## src/rtl/bf16_lane_serializer.sv

```systemverilog
// bf16_lane_serializer: buffers one packed BF16 vector and emits it one lane per valid/ready beat.
// Optional macro BF16_FTZ_EN flushes subnormal lanes to signed zero on the output and adds ftz_flag.
//
// state | meaning
// ------+-------------------------------------------------------------
// IDLE  | buffer empty, in_ready=1, out_valid=0
// SEND  | presenting buffer lane out_lane; next vector accepted on last beat
module bf16_lane_serializer #(
   parameter int N = 2,
   localparam int LW = (N > 1) ? $clog2(N) : 1
) (
   input  logic            clk1,
   input  logic            rst1_n,
   input  logic [16*N-1:0] in_vec,
   input  logic            in_valid,
   output logic            in_ready,
   output logic [15:0]     out_data,
   output logic [LW-1:0]   out_lane,
   output logic            out_valid,
   input  logic            out_ready,
   output logic            out_last,
`ifdef BF16_FTZ_EN
   output logic            ftz_flag,
`endif
   output logic [7:0]      vec_cnt
);

   typedef enum logic {
      IDLE = 1'b0,
      SEND = 1'b1
   } state_t;

   localparam logic [LW-1:0] LAST_IDX = LW'(N - 1);

   state_t          state;
   logic [16*N-1:0] buffer;
   logic [15:0]     lane_raw;
   logic [LW-1:0]   idx_next;
   logic            beat;
   logic            accept;

   function automatic logic [15:0] lane_of(input logic [16*N-1:0] v, input logic [LW-1:0] k);
      return v[16*int'(k) +: 16];
   endfunction

   assign beat     = out_valid & out_ready;
   assign in_ready = (state == IDLE) | ((state == SEND) & out_last & out_ready);
   assign accept   = in_valid & in_ready;
   assign idx_next = out_lane + LW'(1);

   // An accept while in SEND can only happen on the last beat, so it also completes a vector.
   always_ff @(posedge clk1 or negedge rst1_n) begin
      if (!rst1_n) begin
         state     <= IDLE;
         buffer    <= '0;
         lane_raw  <= '0;
         out_lane  <= '0;
         out_valid <= 1'b0;
         out_last  <= 1'b0;
         vec_cnt   <= '0;
      end else begin
         case (state)
            IDLE: begin
               if (accept) begin
                  buffer    <= in_vec;
                  lane_raw  <= in_vec[15:0];
                  out_lane  <= '0;
                  out_valid <= 1'b1;
                  out_last  <= (N == 1);
                  state     <= SEND;
               end
            end
            SEND: begin
               if (accept) begin
                  vec_cnt   <= vec_cnt + 8'd1;
                  buffer    <= in_vec;
                  lane_raw  <= in_vec[15:0];
                  out_lane  <= '0;
                  out_valid <= 1'b1;
                  out_last  <= (N == 1);
                  state     <= SEND;
               end else if (beat) begin
                  if (out_last) begin
                     vec_cnt   <= vec_cnt + 8'd1;
                     out_valid <= 1'b0;
                     out_last  <= 1'b0;
                     state     <= IDLE;
                  end else begin
                     out_lane <= idx_next;
                     lane_raw <= lane_of(buffer, idx_next);
                     out_last <= (idx_next == LAST_IDX);
                  end
               end
            end
            default: state <= IDLE;
         endcase
      end
   end

`ifdef BF16_FTZ_EN
   logic subnormal;

   // Flush happens after the buffer so the stored vector stays bit-exact.
   assign subnormal = (lane_raw[14:7] == 8'd0) && (lane_raw[6:0] != 7'd0);
   assign out_data  = subnormal ? {lane_raw[15], 15'b0} : lane_raw;
   assign ftz_flag  = out_valid & subnormal;
`else
   assign out_data = lane_raw;
`endif

endmodule

```

## config.mk

```make
export PLATFORM = sky130hd
export DESIGN_NAME = bf16_lane_serializer
export DESIGN_NICKNAME = d
export VERILOG_FILES = /design/src/rtl/bf16_lane_serializer.sv
export SDC_FILE = /design/constraint.sdc
export NUM_CORES = 1
export LEC_CHECK = 0
export ABC_AREA = 1
export BUFFER_PORTS_ARGS = -buffer_cell sky130_fd_sc_hd__buf_2
export CAP_MARGIN = 5
export CORE_MARGIN = 5
export CORE_UTILIZATION = 25
export DETAILED_ROUTE_END_ITERATION = 8
export PLACE_DENSITY = 0.52
export SLEW_MARGIN = 20
export SYNTH_ARGS = -nofsm -noshare
export SYNTH_HDL_FRONTEND = slang
export SYNTH_SLANG_ARGS = --single-unit
```

## constraint.sdc

```tcl
create_clock -name clk1 -period 3.04 [get_ports clk1]
set_input_delay 0.608 -clock clk1 [delete_from_list [all_inputs] [get_ports clk1]]
set_output_delay 0.608 -clock clk1 [all_outputs]
set_load 0.03 [all_outputs]
```

==> summary.md <==
| Metric | Value |
|---|---|
| Status | `completed` |
| Routed Wire Length | `8210 um` |
| Crit Path Class | `flip-flop to output port` |
| Largest net degree at the start of global routing | `69` |
| Std-Cell Rows | `40` |
| Distinct cell type count of the synthesized netlist | `23` |
| Fmax achieved | `0.449 GHz` |
| Setup TNS | `0 ps` |
| Setup bufs post-CTS | `0` |
| Initial antenna violation count | `0` |
| Maximum vdd drop | `330 uV` |
| Cell Chain, Critical Path | `nand2_4, nand2_2, buf_2` |
| Commonest non-fill, non-tap cell in the layout | `nand2_1` |
| Slew headroom | `51.9%` |
| Critical Path AT | `1620 ps` |
| Worst-margin pin slew | `722 ps` |
| Dpl ws | `875 ps` |
| IO buf count | `63` |
| Clk sink count | `60` |
| Final setup fails | `0` |
| PnR worst setup slack | `812 ps` |
| Post-route ant nets | `0` |
| Register area share after synthesis | `49.0%` |
| Critical Path Sink Type | `output port` |
| Initial drt markers | `111` |
| RSZ-0062 raised after global routing | `no` |
| CP delay by family, top | `flip-flops` |
| Starting density of the core | `25.5%` |
| Final slew viol count | `0` |
| Pint | `2.42 mW` |
| TritonCTS clock tree | `built` |
| NetSw | `1.75 mW` |
| Sequential power share | `34.0%` |
| Setup crit start kind | `flip-flop` |
| Post_cts resized | `0` |
| Final Hold Violating Endpoints | `0` |
| Max-Cap Viols | `0` |
| Post-synthesis cell area | `3060 um2` |
| Num CTS Buffers | `9` |
| Reg clk slew, reported paths | `50 ps` |
| Syn nets | `432` |
| H-tree levels | `3` |
| Mean Syn Cell Area | `7.76 um2` |
| Net count, final | `491` |
| Placed inst area | `3460 um2` |
| DRC | `0` |
| Fin area | `3760 um2` |
| Cells after Synth | `395` |
| Die footprint | `14600 um2` |
| Vias per cell | `4.39` |
| Switching Fraction | `41.9%` |
| Inserted Diodes | `0` |
| First-pass GRT wire length | `13900 um` |
| Final worst path period need | `2230 ps` |
| Avg WL per Cell | `13.6 um` |
| CORE AREA | `12000 um2` |
| Fillcell total | `1326` |
| Period utilisation layout | `73.3%` |
| Commonest cells after routing, fill and taps aside | `nand2_1 (148), buf_2 (63), dfrtp_1 (60)` |
| CP max stage delay | `810 ps` |
| Crit path required time | `2430 ps` |
| All-Layer GR Usage | `12.0%` |
| Die W | `121 um` |
| GPL Wtd Cong | `0.811` |
| Ys Warns | `0` |
| Clk_lat worst skew | `330 ps` |
| Share of layout cells above drive strength 1 | `19.2%` |
| Area Overhead vs Synth | `22.8%` |
| Pre-antenna DRT Iters | `4` |
| Global route overflow | `0` |
| PwrDens | `1110 nW/um2` |
| Vias in the first global route | `2767` |
| Post-Route Skew | `7.01 ps` |
| Clock Power Share | `25.0%` |
| I/O pin count | `64` |
| Combinational Power Share | `41.0%` |
| Tightest Hold Check Type | `input port to asynchronous set/reset pin` |
| DP HPWL | `5920 um` |
| Hold buffer count at cts | `0` |
| Yosys reg bits | `60` |
| Vias | `2658` |
| Slowest cell on the critical path | `dfrtp_1` |
| Pleak | `2.03 nW` |
| CP max FO | `20` |
| Final core occ | `31.3%` |
| Flop-to-flop setup slack | `870 ps` |
| CP bufs+invs | `1` |
| Root buffer cell | `clkbuf_16` |
| Clock tree buffer depth | `2` |
| Die Ht | `121 um` |
[area by class of cell]
type | instances | area, um2 | share of cell area (%)
Clock buffer | 14 | 274 | 7.28
Clock inverter | 1 | 30.0 | 0.798
Inverter | 59 | 221 | 5.88
Multi-Input combinational cell | 256 | 1200 | 31.9
Sequential cell | 60 | 1500 | 39.9
Tap cell | 147 | 184 | 4.89
Timing Repair Buffer | 68 | 353 | 9.37
[cell families after synthesis]
| logic type | count (synthesis) | synth area share [%] |
|---|---|---|
| compound gates | 56 | 11.4 |
| xor+xnor | 3 | 0.858 |
| fa+ha+maj | 1 | 0.408 |
| buf+inv | 79 | 11.8 |
| flops | 60 | 49.0 |
| simple gates | 196 | 26.5 |
[synthesized netlist by cell type, drive strengths merged]
library cell,instances,area [um2]
nand2,151,584
dfrtp,60,1500
inv,58,218
o21ai,38,213
nand3,37,190
buf,17,130
o211ai,17,133
nor2,6,22.5
clkbuf,3,11.3
xnor2,2,17.5
a21oi,1,5.00
clkinv,1,3.75
ha,1,12.5
nand3b,1,7.51
nand4,1,6.26
xor2,1,8.76
[state kept, by name (all words and copies together), names as in the netlist]
register / cells
out_data: 16
vec_cnt: 8
out_lane: 1
state: 1
buffer: 32
out_last: 1
out_valid: 1
[power by group through the flow]
stage,clock [mW],sequential (mW),combinational (mW)
2_1_floorplan,0,1.64,1.05
3_3_place_gp,0,1.43,1.72
3_5_place_dp,0,1.43,1.74
4_1_cts,1.06,1.42,1.75
5_1_grt,1.11,1.47,1.96
6_report,1.04,1.42,1.71
[final timing paths]
kind | startpoint | end | depth (start not counted)
max | out_last | in_ready | 3
min | rst1_n | buffer[2] | 1
max reg2reg | out_last | buffer[20] | 6
min reg2reg | buffer[15] | buffer[15] | 2
max in group asynchronous | rst1_n | buffer[16] | 2
min in group clk1 | buffer[15] | buffer[15] | 2
[worst reg2reg max path, cell delays in order (launching register included)]
cell and delay (ps):
dfrtp_1 810, nand2_4 150, nand2_2 130, nand2_4 350
inv_1 180, buf_4 290, o21ai_0 140
[through the flow]
step / hold slack [ps] / power (mW) / cells
floorplan: 312 / 2.70 / 395
global placement: 468 / 3.14 / 590
detailed placement: 477 / 3.17 / 590
CTS: 210 / 4.23 / 605
global route: 219 / 4.54 / 605
finish: 202 / 4.17 / 605
[routing by layer]
metal  global-route usage [%]  part of all wire [%]  vias up
met3                     3.37                   4.4       11
met1                     15.6                    47     1237
met4                     4.18                   1.8        0
met2                     19.3                    47       58
li1                         -                     -     1352
met5                        0                     0        -
Power figures use the tool's default switching activity.
